===== src/rtl/shift_add_mult16_pkg.sv =====
// rtl/shift_add_mult16_pkg.sv - shared widths, state encoding and shift-step helper
package shift_add_mult16_pkg;

  localparam int WIDTH = 16;
  localparam int CNT_W = 5;
  localparam int PROD_W = 2 * WIDTH;

  typedef enum logic [1:0] {
    IDLE = 2'b00,
    RUN  = 2'b01,
    DONE = 2'b10
  } state_t;

  // One multiply iteration: keep the adder result (carry included) when the
  // multiplier LSB is set, otherwise just shift the accumulator right.
  function automatic logic [PROD_W-1:0] shift_step(
    input logic [WIDTH-1:0] acc_hi,
    input logic [WIDTH-1:0] acc_lo,
    input logic [WIDTH-1:0] sum,
    input logic             cout
  );
    if (acc_lo[0]) begin
      return {cout, sum, acc_lo[WIDTH-1:1]};
    end
    return {1'b0, acc_hi, acc_lo[WIDTH-1:1]};
  endfunction

endpackage


===== src/rtl/shift_add_mult16_cla.sv =====
// rtl/shift_add_mult16_cla.sv - 16-bit two-level carry-lookahead adder (4x4-bit groups)
module CLA_16bit (
  output logic [15:0] sum,
  output logic        cout,
  input  logic [15:0] a,
  input  logic [15:0] b,
  input  logic        cin
);

  logic [15:0] g;
  logic [15:0] p;
  logic [3:0]  grp_g;
  logic [3:0]  grp_p;
  logic [4:0]  grp_c;
  logic [15:0] c;

  always_comb begin
    g = a & b;
    p = a ^ b;
    grp_g = '0;
    grp_p = '0;
    for (int k = 0; k < 4; k++) begin
      grp_g[k] = g[4*k+3]
               | (p[4*k+3] & g[4*k+2])
               | (p[4*k+3] & p[4*k+2] & g[4*k+1])
               | (p[4*k+3] & p[4*k+2] & p[4*k+1] & g[4*k]);
      grp_p[k] = &p[4*k +: 4];
    end
  end

  // Group carries resolved in parallel from the group generate/propagate terms.
  always_comb begin
    grp_c[0] = cin;
    grp_c[1] = grp_g[0] | (grp_p[0] & cin);
    grp_c[2] = grp_g[1] | (grp_p[1] & grp_g[0]) | (grp_p[1] & grp_p[0] & cin);
    grp_c[3] = grp_g[2] | (grp_p[2] & grp_g[1]) | (grp_p[2] & grp_p[1] & grp_g[0])
             | (grp_p[2] & grp_p[1] & grp_p[0] & cin);
    grp_c[4] = grp_g[3] | (grp_p[3] & grp_g[2]) | (grp_p[3] & grp_p[2] & grp_g[1])
             | (grp_p[3] & grp_p[2] & grp_p[1] & grp_g[0])
             | (grp_p[3] & grp_p[2] & grp_p[1] & grp_p[0] & cin);
  end

  always_comb begin
    c = '0;
    for (int k = 0; k < 4; k++) begin
      c[4*k]   = grp_c[k];
      c[4*k+1] = g[4*k] | (p[4*k] & grp_c[k]);
      c[4*k+2] = g[4*k+1] | (p[4*k+1] & g[4*k]) | (p[4*k+1] & p[4*k] & grp_c[k]);
      c[4*k+3] = g[4*k+2] | (p[4*k+2] & g[4*k+1]) | (p[4*k+2] & p[4*k+1] & g[4*k])
               | (p[4*k+2] & p[4*k+1] & p[4*k] & grp_c[k]);
    end
    sum  = p ^ c;
    cout = grp_c[4];
  end

endmodule


===== src/rtl/shift_add_mult16.sv =====
// rtl/shift_add_mult16.sv - sequential 16x16 unsigned shift-add multiplier, start/done handshake
import shift_add_mult16_pkg::*;

module shift_add_mult16 (
  input  logic              clk,
  input  logic              rst,
  input  logic              start,
  input  logic [WIDTH-1:0]  a,
  input  logic [WIDTH-1:0]  b,
  output logic              busy,
  output logic              done,
  output logic [PROD_W-1:0] product
);

  state_t             state;
  state_t             state_nxt;
  logic [WIDTH-1:0]   mcand;
  logic [WIDTH-1:0]   acc_hi;
  logic [WIDTH-1:0]   acc_lo;
  logic [CNT_W-1:0]   cnt;
  logic [WIDTH-1:0]   sum;
  logic               cout;
  logic [PROD_W-1:0]  acc_nxt;
  logic               accept;
  logic               last;

  CLA_16bit u_cla (
    .sum  (sum),
    .cout (cout),
    .a    (acc_hi),
    .b    (mcand),
    .cin  (1'b0)
  );

  assign accept  = start && (state == IDLE || state == DONE);
  assign last    = (state == RUN) && (cnt == CNT_W'(WIDTH - 1));
  assign acc_nxt = shift_step(acc_hi, acc_lo, sum, cout);
  assign busy    = (state == RUN);
  assign done    = (state == DONE);

  always_comb begin
    state_nxt = IDLE;
    case (state)
      IDLE:    state_nxt = start ? RUN : IDLE;
      RUN:     state_nxt = last ? DONE : RUN;
      DONE:    state_nxt = start ? RUN : IDLE;
      default: state_nxt = IDLE;
    endcase
  end

  always_ff @(posedge clk) begin
    if (rst) begin
      state   <= IDLE;
      mcand   <= '0;
      acc_hi  <= '0;
      acc_lo  <= '0;
      cnt     <= '0;
      product <= '0;
    end else begin
      state <= state_nxt;
      if (accept) begin
        mcand  <= a;
        acc_hi <= '0;
        acc_lo <= b;
        cnt    <= '0;
      end else if (state == RUN) begin
        acc_hi <= acc_nxt[PROD_W-1:WIDTH];
        acc_lo <= acc_nxt[WIDTH-1:0];
        cnt    <= cnt + CNT_W'(1);
        // product only moves on the edge that enters DONE
        if (last) begin
          product <= acc_nxt;
        end
      end
    end
  end

endmodule


===== config.mk =====
export PLATFORM = sky130hd
export DESIGN_NAME = shift_add_mult16
export DESIGN_NICKNAME = d
export VERILOG_FILES = /design/src/rtl/shift_add_mult16_pkg.sv /design/src/rtl/shift_add_mult16_cla.sv /design/src/rtl/shift_add_mult16.sv
export SDC_FILE = /design/constraint.sdc
export NUM_CORES = 1
export LEC_CHECK = 0
export BUFFER_PORTS_ARGS = -buffer_cell sky130_fd_sc_hd__buf_2
export CAP_MARGIN = 25
export CORE_ASPECT_RATIO = 1.75
export CORE_MARGIN = 8
export CORE_UTILIZATION = 30
export CTS_BUF_LIST = sky130_fd_sc_hd__clkbuf_8
export DETAILED_ROUTE_END_ITERATION = 8
export HOLD_SLACK_MARGIN = 0.1
export PLACE_DENSITY = 0.56
export REMOVE_ABC_BUFFERS = 1
export SLEW_MARGIN = 10
export SYNTH_ARGS = -nofsm -noshare
export SYNTH_HDL_FRONTEND = slang
export SYNTH_SLANG_ARGS = --single-unit

===== constraint.sdc =====
create_clock -name clk -period 3.65 [get_ports clk]
set_input_delay 0.1825 -clock clk [delete_from_list [all_inputs] [get_ports clk]]
set_output_delay 0.1825 -clock clk [all_outputs]
set_load 0.02 [all_outputs]

### Yosys cells after proc, flatten, opt, wreduce, memory -nomap -nowiden

Cells that the tools add are included.
Widths: inputs -> output; s select.

| word-level totals | value |
|---|---|
| output and inout bits | 34 |
| bits in registers | 87 |
| logic and storage cells | 132 |
| bits of input ports | 35 |

| cells by class | value |
|---|---|
| reductions and logical operators | 11 |
| muxes and demuxes | 8 |
| bitwise gates (word level) | 103 |
| equality and inequality tests | 3 |
| add/sub/neg operators | 1 |

Operators with widths:

| cell | count |
|---|---|
| $mux 32 | 2 |
| $and 1x1->1 | 60 |
| $or 1x1->1 | 39 |
| $mux 16 | 2 |
| $xor 16x16->16 | 2 |
| $and 16x16->16 | 1 |
| $reduce_and 4->1 | 3 |
| $add 5x1->5 const B | 1 |
| $eq 5x4->1 const B | 1 |
| $pmux 2 s2 | 1 |
| $reduce_or 2->1 | 2 |
| $reduce_and 3->1 | 1 |
| $eq 2x1->1 const B | 1 |
| $eq 2x2->1 const B | 1 |
| $logic_and 1x1->1 | 2 |
| $logic_not 2->1 | 1 |
| $mux 1 | 2 |
| $mux 2 | 1 |
| $reduce_bool 2->1 | 1 |
| $logic_or 1x1->1 | 1 |
| $not 1->1 | 1 |

### Longest topological paths before layout

Gate-level depths: netlist of the first run.

| depth | value |
|---|---|
| depth in word-level cells | 15 |
| depth in mapped cells | 12 |

### Hierarchy

Synthesis of the first run repeated with hierarchy kept, for this count alone.

| unflattened totals | value |
|---|---|
| cells, all modules | 475 |
| area, all modules | 4124.0 um2 |

Modules (own cells, without submodules):

| module | area an instance (um2) | cells each | times used |
|---|---|---|---|
| shift_add_mult16 | 3303.2 | 375 | 1 |
| CLA_16bit | 820.8 | 100 | 1 |

### Worst setup path after synthesis of the first run

OpenSTA, ideal clock, no wires.

| timing path | value |
|---|---|
| path kind | register to register |
| start | register mcand[2] |
| end | register product[28] |
| period minus slack after synthesis | 2.461 ns |
| setup slack | 1.189 ns |
| path buffers | 0 |
| cell stages (with the launch flop) | 13 |
| setup time | 0.128 ns |
| data arrival time | 2.333 ns |
| cell sequence | dfxtp_1 -> ha_1 -> a21oi_2 -> nand4b_2 -> a41oi_4 -> a21boi_0 -> fa_1 -> xnor2_1 -> nand2_1 -> o21ai_0 -> nor2_1 -> a21oi_1 -> nor2_1 |

| between the ends | value |
|---|---|
| cells in the longest elaborated chain, start to end | 12 |
| elaborated cells between the ends (all ways) | 17 |
| those cells by class | mux: 2; bitwise: 15 |

Ends and longest elaborated chain:

| item | RTL line | text |
|---|---|---|
| start: declaration | shift_add_mult16.sv:17 | `logic [WIDTH-1:0] mcand;` |
| start signal: assignment | shift_add_mult16.sv:54 | `mcand <= '0;` |
| start signal: assignment | shift_add_mult16.sv:62 | `mcand <= a;` |
| $and 16x16->16 or $xor 16x16->16 (tied branches) | shift_add_mult16_cla.sv:18, shift_add_mult16_cla.sv:19 |  |
| $and 1x1->1 (on tied branches) | shift_add_mult16_cla.sv:24, shift_add_mult16_cla.sv:25, shift_add_mult16_cla.sv:26 |  |
| $or 1x1->1, or another cell as far along | shift_add_mult16_cla.sv:24 | `\| (p[4*k+3] & g[4*k+2])` |
| $or 1x1->1 or $and 1x1->1 (tied branches) | shift_add_mult16_cla.sv:25, shift_add_mult16_cla.sv:26 |  |
| $or 1x1->1 * | shift_add_mult16_cla.sv:26 | `\| (p[4*k+3] & p[4*k+2] & p[4*k+1] & g[4*k]);` |
| $and 1x1->1 * | shift_add_mult16_cla.sv:36 | `grp_c[3] = grp_g[2] \| (grp_p[2] & grp_g[1]) \| (grp_p[2] & grp_p[1] & grp_g[0])` |
| $or 1x1->1 * | shift_add_mult16_cla.sv:36 |  |
| $and 1x1->1 * | shift_add_mult16_cla.sv:47 | `c[4*k+1] = g[4*k] \| (p[4*k] & grp_c[k]);` |
| $or 1x1->1 * | shift_add_mult16_cla.sv:47 |  |
| $xor 16x16->16 * | shift_add_mult16_cla.sv:52 | `sum = p ^ c;` |
| $mux 32 * | shift_add_mult16_pkg.sv:22 | `if (acc_lo[0]) begin` |
| $mux 32 * | shift_add_mult16_pkg.sv:25 | `return {1'b0, acc_hi, acc_lo[WIDTH-1:1]};` |
| end signal: assignment | shift_add_mult16.sv:72 | `product <= acc_nxt;` |
| end: declaration | shift_add_mult16.sv:12 | `output logic [PROD_W-1:0] product` |

Mark *: on every way between the ends. The rest lies on a longest branch, timed or not. The select of a mux whose other input is x is not followed.
A chain may end at the register's enable or synchronous reset.

### Final worst setup path of the first run

| timing path | value |
|---|---|
| start | register mcand[5] |
| end | register product[28] |

| between the ends | value |
|---|---|
| cells in the longest elaborated chain, start to end | 12 |
| elaborated cells between the ends (all ways) | 18 |
| those cells by class | mux: 2; bitwise: 15; reduce/logical: 1 |

Ends and longest elaborated chain:

| item | RTL line |
|---|---|
| $and 16x16->16 or $xor 16x16->16 (tied branches) | shift_add_mult16_cla.sv:18, shift_add_mult16_cla.sv:19 |
| $and 1x1->1 (on tied branches) | shift_add_mult16_cla.sv:25, shift_add_mult16_cla.sv:26 |
| $or 1x1->1 or $and 1x1->1 (tied branches) | shift_add_mult16_cla.sv:25, shift_add_mult16_cla.sv:26 |
| $or 1x1->1 | shift_add_mult16_cla.sv:26 |
| $and 1x1->1 | shift_add_mult16_cla.sv:36 |
| $or 1x1->1 | shift_add_mult16_cla.sv:36 |
| $or 1x1->1 * | shift_add_mult16_cla.sv:36 |
| $and 1x1->1 * | shift_add_mult16_cla.sv:47 |
| $or 1x1->1 * | shift_add_mult16_cla.sv:47 |
| $xor 16x16->16 * | shift_add_mult16_cla.sv:52 |
| $mux 32 * | shift_add_mult16_pkg.sv:22 |
| $mux 32 * | shift_add_mult16_pkg.sv:25 |

Marks and branches as above.

==> results of run 1 <==
==> cell usage after synthesis, drive strengths merged (2+ instances only) <==
cell type	number	share of area, %
nor2b	4	0.63
nand3b	3	0.57
a21oi	66	8.5
inv	5	0.47
a211oi	14	2.6
nand2	94	8.9
o21ai	12	1.5
nand3	4	0.63
clkbuf	24	2.3
a22oi	17	3.3
mux2i	13	3.3
a21boi	2	0.38
buf	9	1.1
xnor2	7	1.5
dfxtp	87	44
nand2b	5	0.79
a21o	3	0.57
xor2	3	0.66
nor2	51	4.8
a311oi	2	0.44
ha	18	5.7
o41ai	2	0.63
a31oi	6	1.3
and2	3	0.47
and3	3	0.47
o31ai	2	0.38
fa	4	2.0
==> logic make-up after synthesis <==
family | after synthesis | synth area share (%)
AO/OA/AOI/OAI | 130 | 21.0
XOR/XNOR | 10 | 2.21
adder cells (fa/ha/maj) | 22 | 7.69
buffers and inverters | 38 | 3.88
flip-flops | 87 | 43.9
multiplexers | 13 | 3.28
AND/OR/NAND/NOR | 171 | 18.1
==> state kept, by name (all words and copies together) (netlist names) <==
register and count:
cnt 5, state 2, acc_lo 16, acc_hi 16, product 32, mcand 16
==> area by class of cell <==
type / count / area share, %
repair buffers: 100 / 12.9
clock buffers: 10 / 2.79
multi-input cells: 346 / 42.1
clock inverters: 6 / 2.06
flip-flops and latches: 87 / 35.4
inverters: 5 / 0.381
well taps: 171 / 4.34
==> what timing repair did <==
action,in CTS,in global routing
hold buffers,22,0
endpoints found under the setup margin,0,0
hold endpoints to repair,22,0
==> worst register-to-register path, cell delays in order (launching register included) <==
cell,delay [ns]
dfxtp_1,0.33
ha_1,0.35
a21oi_2,0.18
nand4b_2,0.17
a41oi_4,0.40
a21boi_0,0.18
fa_1,0.41
xnor2_1,0.21
nand2_1,0.07
o21ai_0,0.11
nor2_1,0.06
a21oi_1,0.15
nor2_1,0.05
==> through the flow <==
stage / hold WS, ns / power, mW / instances / instance area (um2) / setup WS [ns]
3_3_place_gp: 0.429 / 1.24 / 687 / 4470 / 0.920
4_1_cts: 0.102 / 2.07 / 725 / 4920 / 0.852
2_1_floorplan: 0.252 / 1.16 / 438 / 3830 / 1.14
3_5_place_dp: 0.431 / 1.25 / 687 / 4470 / 0.874
6_report: 0.114 / 2.05 / 725 / 4920 / 0.849
5_1_grt: 0.107 / 2.14 / 725 / 4920 / 0.655
==> power by group through the flow <==
stage | registers (mW) | logic [mW] | clock network, mW
2_1_floorplan | 1.03 | 0.130 | 0
5_1_grt | 1.01 | 0.259 | 0.867
4_1_cts | 1.01 | 0.237 | 0.825
3_5_place_dp | 1.03 | 0.218 | 0
3_3_place_gp | 1.03 | 0.213 | 0
6_report | 1.01 | 0.233 | 0.804
==> layer usage <==
| layer | vias up | routed length, um | track usage, % |
|---|---|---|---|
| li1 | 1777 | - | - |
| met1 | 1685 | 4380 | 14.3 |
| met2 | 53 | 5830 | 23.2 |
| met3 | 11 | 333 | 2.35 |
| met4 | 0 | 180 | 5.00 |
| met5 | - | 0 | 0 |
==> placed cells by master, fill, tap and decap left out, drive strengths merged, types with 4 or more instances in the layout <==
master,netlist,final
fa,4,4
ha,18,18
a21oi,66,66
nor2,51,51
dfxtp,87,87
clkbuf,24,10
buf,9,78
xnor2,7,7
inv,5,8
dlygate4sd3,0,22
nand2,94,94
nand3,4,4
mux2i,13,13
a211oi,14,14
a31oi,6,6
nand2b,5,5
nor2b,4,4
a22oi,17,17
o21ai,12,12
==> worst max path at each step <==
stage	to	from	depth (start not counted)	slack, ns
floorplan	acc_hi[12]$_SDFFE_PP0P_	mcand[2]$_SDFFE_PP0P_	12	1.14
global placement	product[28]$_SDFFE_PP0P_	mcand[2]$_SDFFE_PP0P_	12	0.92
detailed placement	product[28]$_SDFFE_PP0P_	mcand[2]$_SDFFE_PP0P_	12	0.87
CTS	product[28]$_SDFFE_PP0P_	mcand[2]$_SDFFE_PP0P_	12	0.85
global route	product[28]$_SDFFE_PP0P_	mcand[5]$_SDFFE_PP0P_	12	0.66
finish	product[28]$_SDFFE_PP0P_	mcand[5]$_SDFFE_PP0P_	12	0.85
==> results.txt, run 1 <==
Sequential Power Share = 49.3%
Final WL = 10.7 mm
Die X = 103 um
Final hold violation count = 0
FF-to-FF Start = mcand[5]$_SDFFE_PP0P_
Ratio of cells with drive above 1 in the final layout = 18.4%
P_int = 1.55 mW
Worst path cell trace = ha_1 -> a21oi_2 -> nand4b_2 -> a41oi_4 -> a21boi_0 -> fa_1 -> xnor2_1 -> nand2_1 -> o21ai_0 -> nor2_1 -> a21oi_1 -> nor2_1
Hold path cells = 3
DRC = 0
Synth warn = 0
Sequential cell area = 1740 um2
Gr usage total = 12.9%
Via/cell ratio = 4.86
Layout area overhead = 24.1%
Crit path max fanout = 6
Pwr per Cell Area = 416 nW/um2
Ys async rst share = 0%
Pin slew with the least headroom to its limit = 0.901 ns
Setup repair bufs after CTS = 0
FF-to-FF path depth = 12
Post-DP HPWL = 7.70 mm
GP Congestion = 0.843
Reg2reg setup slack = 0.85 ns
Vias in the first global route = 3575
Switching Share = 24.5%
Post-Syn Instances = 471
Final net count = 606
Crit path buf inv count = 0
Netlist cell types = 42
Final setup viols = 0
Area occupied by multi-input gates = 2080 um2
WP data required = 3.86 ns
H-tree lvl count = 3
Worst Setup Path Type = register to register
Post-synthesis sequential area ratio = 43.9%
First-pass GRT wire length = 17.6 mm
End of the worst register-to-register path = product[28]$_SDFFE_PP0P_
CTS buffer count = 9
Io pins = 69
Crit-path max cell delay = 0.41 ns
Drt pass-1 iters = 4
Clk network pwr share = 39.3%
Core area = 12900 um2
Max-cap viol count = 0
Clk sinks = 87
Avg WL per Cell = 14.8 um
Iter 0 DRT Violations = 153
Critical path arrival = 3.01 ns
Via Count = 3526
Slew Viols, Final = 0
Outcome = completed
Worst slew margin = 39.8%
Overflow after GRT = 0
Period utilisation layout = 76.7%
Hold endpoint = acc_lo[3]$_SDFFE_PP0P_
Clock Path Buffers = 2
Synthesis-stage register bit count = 87
Unrepaired setup endpoints after global routing = false
Antenna cells = 0
Number of synthesized flops with an enable pin = 0
Largest net degree at the start of global routing = 70
Post-synth top flop = dfxtp_1
HP Class = input pin to register
Finished Core Util = 38.1%
Chip Height = 168 um
TritonCTS clock tree = done
Period minus WS final = 2.80 ns
Crit path max-delay cell type = fa_1
Root buf cell = clkbuf_8
Comb pwr share = 11.4%
Input/output buffers = 68
Initial antenna violation count = 0
Worst skew pair latency = 0.36 ns
Static leakage = 2.02 nW
Clock transition at the registers of the reported paths = 0.09 ns
Sw Pwr = 501 uW
TNS Setup = 0 ns
Peak supply drop = 0.000213 V
Post-Syn Area = 3970 um2
Hold Startpoint = b[3]
Die area = 17300 um2
FP Rows = 55
PostCTS Resize Cnt = 0
Fill count = 1404
Most used cell, CP = nor2_1
Initial Utilization = 30.7%
Crit. End Element = register
Startpoint Class = register
Final Skew = 0.0149 ns
Fmax = 0.357 GHz
CP delay by family, top = compound AO/OA/AOI/OAI gates
Final antenna-violating net count = 0
Syn_area_per_cell = 8.43 um2
(Power assumes the default switching activity.)
==> run 2: changes to the inputs <==
- PLACE_DENSITY: 0.56 -> 0.58
- clock period: 3.65 -> 2.5 ns (I/O delays scaled with it)
==> run 2 against run 1 <==
Effect of this change:
- non-clock buffer count up 25
- clock-buffer cell count unchanged
- sequential cell count unchanged
- critical path depth up 1
- power up 46%
- largest cell class unchanged
- hold slack better by 0.072 ns
- register-to-register slack worse by 0.71 ns
- cell count up 3.4%
- design area up 5.7%
- die area unchanged
- global-route usage up 0.59 points
- maximum frequency up 18%
==> results.txt, run 2 (synthesized netlist as in run 1, its figures left out) <==
Worst skew pair latency = 0.37 ns (about the same)
Crit path buf inv count = 2 (+2)
FP Rows = 55 (unchanged)
Final setup viols = 0 (unchanged)
Gr usage total = 13.5% (+0.59 points)
Input/output buffers = 68 (unchanged)
Vias in the first global route = 3740 (+4.6%)
End of the worst register-to-register path = acc_hi[8]$_SDFFE_PP0P_
Final WL = 11.1 mm (+3.8%)
Comb pwr share = 12.7% (+1.3 points)
Worst path cell trace = ha_4 -> a21oi_4 -> buf_4 -> nand2_2 -> a41oi_4 -> inv_1 -> fa_1 -> xnor2_1 -> nand2_1 -> o21ai_1 -> nor2_1 -> a21oi_1 -> nor2_1
Final Skew = 0.0101 ns (-0.00477 ns)
Pin slew with the least headroom to its limit = 0.540 ns (-0.361 ns)
Hold path cells = 2 (-1)
Largest reg by FF count = product
Commonest non-fill, non-tap cells in the layout = 93 x nand2_1, 81 x dfxtp_1, 68 x buf_2
H-tree lvl count = 3 (unchanged)
Iter 0 DRT Violations = 156 (+2.0%)
Outcome = completed
Finished Core Util = 40.3% (+2.2 points)
Worst Setup Path Type = register to register
Pwr per Cell Area = 574 nW/um2 (+38%)
Final antenna-violating net count = 0 (unchanged)
CP startpoint = mcand[5]$_SDFFE_PP0P_
Root buf cell = clkbuf_8
Avg WL per Cell = 14.8 um (+0.36%)
Startpoint Class = register
Slew Viols, Final = 0 (unchanged)
Clock Path Buffers = 2 (unchanged)
Crit-path max cell delay = 0.38 ns (-0.03 ns)
First-pass GRT wire length = 18.3 mm (+3.6%)
Via Count = 3599 (+2.1%)
Worst slew margin = 63.9% (+24 points)
Fmax = 0.423 GHz (+18%)
Initial Utilization = 30.7% (unchanged)
Io pins = 69 (unchanged)
Sequential cell area = 1750 um2 (+0.43%)
FF-to-FF Start = mcand[5]$_SDFFE_PP0P_
Place WS = 0.0169 ns (-0.857 ns)
Antenna cells = 0 (unchanged)
Chip Height = 168 um (unchanged)
HP Class = input pin to register
Ratio of cells with drive above 1 in the final layout = 22.8% (+4.4 points)
Commonest non-fill, non-tap cell in the layout = nand2_1
Clock transition at the registers of the reported paths = 0.09 ns (about the same)
Sequential Power Share = 49.4% (about the same)
CTS buffer count = 9 (unchanged)
WP depth = 13 (+1)
Die area = 17300 um2 (unchanged)
Clk sinks = 87 (unchanged)
Crit. End Element = register
Fill count = 1360 (-3.1%)
Crit path max-delay cell type = fa_1
Max-cap viol count = 0 (unchanged)
Die X = 103 um (unchanged)
Area occupied by multi-input gates = 2150 um2 (+3.4%)
Most used cell, CP = nor2_1
Largest net degree at the start of global routing = 32 (-54%)
GP Congestion = 0.832 (-1.3%)
Max reg flops = 32 (unchanged)
Initial antenna violation count = 0 (unchanged)
Overflow after GRT = 0 (unchanged)
Critical path arrival = 2.61 ns (-0.40 ns)
Final hold violation count = 0 (unchanged)
Layout area overhead = 31.2%
Via/cell ratio = 4.80 (-1.3%)
Period minus WS final = 2.36 ns (-0.436 ns)
DRC = 0 (unchanged)
Post-DP HPWL = 8.06 mm (+4.6%)
FF-to-FF path depth = 13 (+1)
Core area = 12900 um2 (unchanged)
WHS = 0.186 ns (+0.0724 ns)
WP data required = 2.75 ns (-1.11 ns)
CP delay by family, top = adder cells
Static leakage = 2.13 nW (+5.2%)
Switching Share = 26.4% (+1.9 points)
Clk network pwr share = 37.9% (-1.4 points)
Setup WS post-layout = 0.136 ns (-0.714 ns)
TritonCTS clock tree = done
Period utilisation layout = 94.6% (+18 points)
Crit path max fanout = 3 (-3)
Worst Setup EP = acc_hi[8]$_SDFFE_PP0P_
Reg2reg setup slack = 0.14 ns (-0.71 ns)
Peak supply drop = 0.000247 V (+16%)
Drt pass-1 iters = 4 (unchanged)
Final net count = 631 (+4.1%)
Sw Pwr = 790 uW (+58%)
P_int = 2.20 mW (+42%)
-- run 2: cell types whose count changed in the layout (fill, tap and decap cells not counted), moves of 2 or more --
cell | previous run | this run
buf_4 | 10 | 25
dlygate4sd3_1 | 22 | 32
dfxtp_1 | 87 | 81
dfxtp_2 | 0 | 6
a21oi_4 | 0 | 3
clkinv_4 | 0 | 3
inv_1 | 7 | 4
a21oi_1 | 64 | 62
ha_1 | 18 | 16
ha_4 | 0 | 2
o21ai_0 | 9 | 7
o21ai_1 | 3 | 5
-- run 2: layer usage --
metal | share of wire, % | GRT usage [%]
met5 | 0 | 0
met2 | 54 | 24.4
met4 | 2.7 | 6.46
met3 | 3.2 | 2.73
met1 | 40 | 14.1
-- run 2: worst min-delay path by stage --
stage	from	end	slack, ns
after floorplan	rst	acc_lo[0]$_SDFFE_PP0P_	0.19
after global placement	a[6]	mcand[6]$_SDFFE_PP0P_	0.37
after detailed placement	a[14]	mcand[14]$_SDFFE_PP0P_	0.37
after CTS	rst	product[28]$_SDFFE_PP0P_	0.18
after global routing	rst	state[1]$_SDFF_PP0_	0.19
final	rst	product[28]$_SDFFE_PP0P_	0.19
-- run 2: through the flow --
step,power [mW],instance area [um2],cells,TNS (ns)
floorplan,1.69,3830,438,-0.00567
global placement,1.83,4560,700,0
detailed placement,1.84,4560,700,0
CTS,3.02,5110,748,0
global route,3.13,5210,750,-0.0891
finish,2.99,5210,750,0
-- run 2: layout make-up --
class | count | area share [%]
Sequential cell | 87 | 33.6
Clock inverter | 6 | 1.80
Multi-Input combinational cell | 346 | 41.2
Inverter | 5 | 0.360
Clock buffer | 10 | 2.64
Timing Repair Buffer | 125 | 16.3
Tap cell | 171 | 4.11
-- run 2: power groups by stage --
stage	Sequential [mW]	Combinational (mW)	Clock, mW
6_report	1.48	0.379	1.13
5_1_grt	1.49	0.424	1.22
4_1_cts	1.48	0.373	1.17
3_5_place_dp	1.51	0.333	0
3_3_place_gp	1.51	0.326	0
2_1_floorplan	1.50	0.190	0
-- run 2: repair_timing --
| action | CTS | global route |
|---|---|---|
| setup buffers | 0 | 2 |
| hold buffers | 32 | 0 |
| cloned | 0 | 0 |
| hold endpoints to repair | 32 | 0 |
| gates resized for setup | 0 | 19 |
| endpoints found under the setup margin | 2 | 4 |
| pin swaps | 1 | 6 |
